**src/rtl/riscboy_lcd_spi_rx.sv**
```systemverilog
// LCD serial bus receiver: oversamples cs/dc/sck/mosi and deserialises words into a valid/ready FIFO.
// Optional px_count output enabled by defining RISCBOY_LCD_SPI_RX_PXCOUNT_EN.
module riscboy_lcd_spi_rx #(
  parameter int W_DATA     = 16,
  parameter int W_SHAMT    = $clog2(W_DATA + 1),
  parameter int FIFO_DEPTH = 4
) (
  input  logic               clk,
  input  logic               rst,
  input  logic               lcd_cs,
  input  logic               lcd_dc,
  input  logic               lcd_sck,
  input  logic               lcd_mosi,
  input  logic [W_SHAMT-1:0] cfg_width,
  output logic               out_vld,
  input  logic               out_rdy,
  output logic [W_DATA-1:0]  out_data,
  output logic               out_dc,
  input  logic               clr_flags,
  output logic               overflow,
  output logic               frame_err,
  output logic               busy
`ifdef RISCBOY_LCD_SPI_RX_PXCOUNT_EN
  ,
  output logic [15:0]        px_count
`endif
);

  localparam int W_PTR = $clog2(FIFO_DEPTH) + 1;

  typedef enum logic {ST_IDLE, ST_SHIFT} state_t;

  state_t              state_q, state_d;
  logic [3:0]          sync1_q, sync1_d, sync2_q;
  logic                sck_prev_q;
  logic [W_SHAMT-1:0]  bit_cnt_q, bit_cnt_d;
  logic [W_SHAMT-1:0]  width_q, width_d;
  logic [W_DATA-2:0]   shift_q, shift_d;
  logic [W_PTR-1:0]    wr_ptr_q, wr_ptr_d, rd_ptr_q, rd_ptr_d;
  logic                overflow_q, overflow_d, frame_err_q, frame_err_d, busy_q, busy_d;
  logic [W_DATA:0]     mem_q [FIFO_DEPTH];

  logic                sync_cs, sync_dc, sync_sck, sync_mosi, rise;
  logic [W_SHAMT-1:0]  cfg_eff, cur_width, cnt_inc;
  logic [W_DATA-1:0]   shift_nxt, word_mask;
  logic                complete, frame_set, full, empty, pop, push, ovf_set;
  logic [W_DATA:0]     head;

  assign sync1_d   = {lcd_cs, lcd_dc, lcd_sck, lcd_mosi};
  assign sync_cs   = sync2_q[3];
  assign sync_dc   = sync2_q[2];
  assign sync_sck  = sync2_q[1];
  assign sync_mosi = sync2_q[0];
  assign rise      = sync_sck && !sck_prev_q && !sync_cs;

  // The width used for the current word is sampled on its first bit only.
  assign cfg_eff   = (cfg_width == '0 || cfg_width > W_SHAMT'(W_DATA)) ? W_SHAMT'(W_DATA) : cfg_width;
  assign cur_width = (bit_cnt_q == '0) ? cfg_eff : width_q;
  assign cnt_inc   = bit_cnt_q + W_SHAMT'(1);
  assign shift_nxt = {shift_q, sync_mosi};

  always_comb begin
    word_mask = '0;
    for (int i = 0; i < W_DATA; i++) word_mask[i] = (i < int'(cur_width));
  end

  always_comb begin
    state_d   = state_q;
    bit_cnt_d = bit_cnt_q;
    width_d   = width_q;
    shift_d   = shift_q;
    complete  = 1'b0;
    frame_set = 1'b0;
    case (state_q)
      ST_IDLE:  if (!sync_cs) state_d = ST_SHIFT;
      ST_SHIFT: if (sync_cs) begin
        state_d   = ST_IDLE;
        bit_cnt_d = '0;
        shift_d   = '0;
        frame_set = (bit_cnt_q != '0);
      end
      default:  state_d = ST_IDLE;
    endcase
    if (rise) begin
      if (bit_cnt_q == '0) width_d = cfg_eff;
      shift_d = shift_nxt[W_DATA-2:0];
      if (cnt_inc == cur_width) begin
        complete  = 1'b1;
        bit_cnt_d = '0;
      end else begin
        bit_cnt_d = cnt_inc;
      end
    end
  end

  // Pointers carry an extra wrap bit so full and empty are distinguishable.
  assign empty    = (wr_ptr_q == rd_ptr_q);
  assign full     = ((wr_ptr_q ^ rd_ptr_q) == {1'b1, {(W_PTR-1){1'b0}}});
  assign pop      = !empty && out_rdy;
  assign push     = complete && (!full || pop);
  assign ovf_set  = complete && full && !pop;
  assign wr_ptr_d = wr_ptr_q + W_PTR'(push);
  assign rd_ptr_d = rd_ptr_q + W_PTR'(pop);

  assign overflow_d  = ovf_set   || (overflow_q  && !clr_flags);
  assign frame_err_d = frame_set || (frame_err_q && !clr_flags);
  assign busy_d      = !sync_cs || (bit_cnt_q != '0);

  always_ff @(posedge clk) begin
    if (rst) begin
      state_q     <= ST_IDLE;
      sync1_q     <= 4'b1000;
      sync2_q     <= 4'b1000;
      sck_prev_q  <= 1'b0;
      bit_cnt_q   <= '0;
      width_q     <= '0;
      shift_q     <= '0;
      wr_ptr_q    <= '0;
      rd_ptr_q    <= '0;
      overflow_q  <= 1'b0;
      frame_err_q <= 1'b0;
      busy_q      <= 1'b0;
    end else begin
      state_q     <= state_d;
      sync1_q     <= sync1_d;
      sync2_q     <= sync1_q;
      sck_prev_q  <= sync_sck;
      bit_cnt_q   <= bit_cnt_d;
      width_q     <= width_d;
      shift_q     <= shift_d;
      wr_ptr_q    <= wr_ptr_d;
      rd_ptr_q    <= rd_ptr_d;
      overflow_q  <= overflow_d;
      frame_err_q <= frame_err_d;
      busy_q      <= busy_d;
      if (push) mem_q[wr_ptr_q[W_PTR-2:0]] <= {sync_dc, shift_nxt & word_mask};
    end
  end

  assign head      = mem_q[rd_ptr_q[W_PTR-2:0]];
  assign out_vld   = !empty;
  assign out_data  = out_vld ? head[W_DATA-1:0] : '0;
  assign out_dc    = out_vld ? head[W_DATA] : 1'b0;
  assign overflow  = overflow_q;
  assign frame_err = frame_err_q;
  assign busy      = busy_q;

`ifdef RISCBOY_LCD_SPI_RX_PXCOUNT_EN
  logic [15:0] px_q, px_d;

  always_comb begin
    px_d = px_q;
    if (state_q == ST_IDLE && !sync_cs) px_d = '0;
    else if (push && sync_dc && px_q != 16'hffff) px_d = px_q + 16'd1;
  end

  always_ff @(posedge clk) begin
    if (rst) px_q <= '0;
    else     px_q <= px_d;
  end

  assign px_count = px_q;
`endif

endmodule

```
**config.mk**
```make
export PLATFORM = sky130hd
export DESIGN_NAME = riscboy_lcd_spi_rx
export DESIGN_NICKNAME = d
export VERILOG_FILES = /design/src/rtl/riscboy_lcd_spi_rx.sv
export SDC_FILE = /design/constraint.sdc
export NUM_CORES = 1
export LEC_CHECK = 0
export CORE_UTILIZATION = 58
export DETAILED_ROUTE_END_ITERATION = 10
export HOLD_SLACK_MARGIN = 0.02
export PLACE_DENSITY = 0.79
export RECOVER_POWER = 50
export SLEW_MARGIN = 10
export SYNTH_ARGS = -nofsm -noshare
export SYNTH_HDL_FRONTEND = slang
export SYNTH_SLANG_ARGS = --single-unit
```
**constraint.sdc**
```tcl
create_clock -name clk -period 6.4 [get_ports clk]
set_clock_uncertainty 0.2 [all_clocks]
set_input_delay 1.28 -clock clk [delete_from_list [all_inputs] [get_ports clk]]
set_output_delay 1.28 -clock clk [all_outputs]
set_load 0.03 [all_outputs]
```
==> out/metrics.cfg <==
[run_status]
status = finished with violations
violations = max-capacitance violations, max-slew violations

[logic_synthesis]
synth_top_cell_by_area = edfxtp_1
seq_area_frac_synth_pct = 62.9
ys.flop_type = edfxtp_1
syn-mean-instance-area_um2 = 13.6
netlist_area_um2 = 4650
synth.area.top_cells = edfxtp_1 (44%), dfxtp_1 (19%), mux4_2 (8.2%)
syn_nets = 363
yosysUniqueCellTypes = 43
synth-edff-count = 68
async_flop_share_pct = 0
ys_seq_elements = 112
synth_cells = 343
synth.top_cell.area_share_pct = 43.9
yosys_warnings = 0

[pwr]
p_per_area_nw_per_um2 = 238
finalPower_mw = 1.27
peakVddDrop_mv = 0.170
p_leak_nw = 1.82

[global_routing]
grt_pass1_vias = 2740
grt_pass1_wl_mm = 13.4
grt_use_total_pct = 21.1
grt_overflow = 0
grt_max_degree = 46
antenna_found_initial = 0

[setup_path]
worstReg2RegEnd = mem_q[0][9]$_DFFE_PP_
cp-end-kind = flip-flop
crit-reg2reg-launch = bit_cnt_q[0]$_SDFFE_PP0P_
cp_max_fo = 17
critPathLaunchType = input pin
cp.required_ps = 6250
worstRegToRegCells = 9
rrSetupSlack_ps = 2270
path_class = input pin to flip-flop
crit_arrival_ps = 4970

[worst_hold_path]
holdPathStages = 1
hp-class = flip-flop to flip-flop
hold_start = sync1_q[3]$_SDFF_PP1_
min_to = sync2_q[3]$_SDFF_PP1_

[floorplanning]
core_area_um2 = 7730
rows = 32
die_y_um = 91.5
die_w_um = 91.5
initial_core_util_pct = 60.2
io_pins = 34
dieArea_um2 = 8380

[detailed_routing]
via_per_inst = 5.65
first_iter_violations = 163
drt_first_pass_iters = 4
drc = 0
wl_per_cell_um = 16.3
ant_nets = 0
vias = 2731
routed_wl_mm = 7.87

[clock_network]
htree_levels = 3
clkLatencyLatePin_ps = 360
cts_hold_buf = 0
clock_sinks = 112
ctsRootBufferMaster = clkbuf_8
post_cts_buffers = 0
cts_max_path_buffers = 2
clk_pin_slew_ps = 100
cts.repair.resized = 0
cts_tree = built
cts_buffers = 9

[sta]
fin_crit_sh_pct = 80.0
period_needed_ps = 5120
fmax_ghz = 0.195
tightest_slew_ps = 1760
setup-tns-final_ps = 0
hold_violations = 0
relSlewSlack_pct = -17.3
setup_viol = 0
rsz0062_at_grt = false
slew_violations = 46
timing.hold.ws_ps = 227

[layout]
drive_gt1_share_pct = 13.6
area_growth_pct = 14.3
layoutNonFillerInstCount = 483
antennaDiodeCount = 0
final_util_pct = 68.8
layout.nets = 396

[placed_design]
io_buffers = 33
post-place-cells = 467
gp_congestion = 0.829
dp_hpwl_mm = 5.31

[run]
max_cap_violations = 1

cell usage in the layout (no fill, tap or decap), drive strengths merged, types with 2 or more instances in the layout:
master	synthesis	routed
nor2	30	30
o211ai	3	3
nand2	13	13
or2	4	4
nor3	6	6
xnor2	11	11
ha	7	7
mux2i	4	4
nor2b	32	32
dfxtp	44	44
nand3	3	3
and2	6	6
a22oi	15	15
bufinv	0	2
xor2	2	2
edfxtp	68	68
a21oi	12	12
dlygate4sd3	0	5
clkinv	0	2
clkdlybuf4s50	0	28
buf	2	7
or4	2	2
o21a	11	11
inv	13	15
clkbuf	17	10
mux4	17	17
o2111ai	3	3
a31oi	2	2
a211oi	3	3
o21ai	3	3
layer usage:
layer / up-vias / global-route usage, % / routed length (um)
met5: - / 0 / 0
met4: 0 / 7.80 / 108
met3: 10 / 3.94 / 264
met2: 59 / 35.3 / 4070
met1: 1352 / 27.4 / 3430
li1: 1310 / - / -
critical path, cell delays in order:
cell	delay [ps]
dlygate4sd3_1	560
or4_1	540
ha_1	360
nor2b_1	60
mux2i_1	570
xnor2_2	180
nand4_1	340
or4_4	650
nor3_2	120
buf_4	290
worst max path at each step:
stage	depth (start not counted)	end	from
floorplan	8	mem_q[2][0]$_DFFE_PP_	cfg_width[0]
global placement	10	mem_q[1][11]$_DFFE_PP_	cfg_width[0]
detailed placement	10	mem_q[1][13]$_DFFE_PP_	cfg_width[0]
CTS	10	mem_q[1][9]$_DFFE_PP_	cfg_width[0]
global route	10	mem_q[0][9]$_DFFE_PP_	cfg_width[0]
finish	10	mem_q[0][9]$_DFFE_PP_	cfg_width[0]
layout make-up:
class / count / area (um^2)
Tap cell: 102 / 128
Clock buffer: 9 / 124
Clock inverter: 7 / 104
Fill cell: 543 / 2410
Timing Repair Buffer: 41 / 387
Inverter: 13 / 48.8
Multi-Input combinational cell: 199 / 1600
Sequential cell: 112 / 2920
where the power goes:
group / leakage, nW / internal [mW] / switching (mW) / total (mW)
Clock: 0.113 / 0.226 / 0.238 / 0.464
Sequential: 1.01 / 0.759 / 0.00157 / 0.761
Combinational: 0.704 / 0.0167 / 0.0246 / 0.0413
cell usage after synthesis (2+ instances only):
cell        n
a211oi_1    3
a21oi_1    12
a22oi_1    15
a31oi_1     2
and2_1      6
clkbuf_1   17
dfxtp_1    44
edfxtp_1   68
ha_1        7
inv_1      12
mux2i_1     3
mux4_2     17
nand2_1    13
nand3_1     3
nor2_1     30
nor2b_1    32
nor3_1      6
o2111ai_1   3
o211ai_1    3
o21a_1     11
o21ai_1     2
or2_1       2
or2_2       2
xnor2_1     8
xnor2_2     3
xor2_1      2
cells by family (layout without fill, tap and decap cells):
family          after synthesis  in the layout  share of synthesized area (%)
mux                          21             21                           9.18
compound gates               54             54                           7.97
fa+ha+maj                     7              7                           1.88
buf+inv                      32             70                           2.74
flops                       112            112                           62.9
simple gates                104            104                           12.4
xor+xnor                     13             13                           2.93
flip-flops by register name, indices dropped and copies added, names as in the netlist, 3 cells and up:
register and count:
rd_ptr_q 3, wr_ptr_q 3, sync2_q 4, sync1_q 4, shift_q 15, bit_cnt_q 5
mem_q 68, width_q 5
through the flow:
stage          cell area [um^2]  setup WS (ps)
2_1_floorplan              4650           1040
3_3_place_gp               5110           1350
3_5_place_dp               5110           1180
4_1_cts                    5340           1560
5_1_grt                    5310           1070
6_report                   5310           1280
Note: power is estimated with default switching activity, not from simulation.
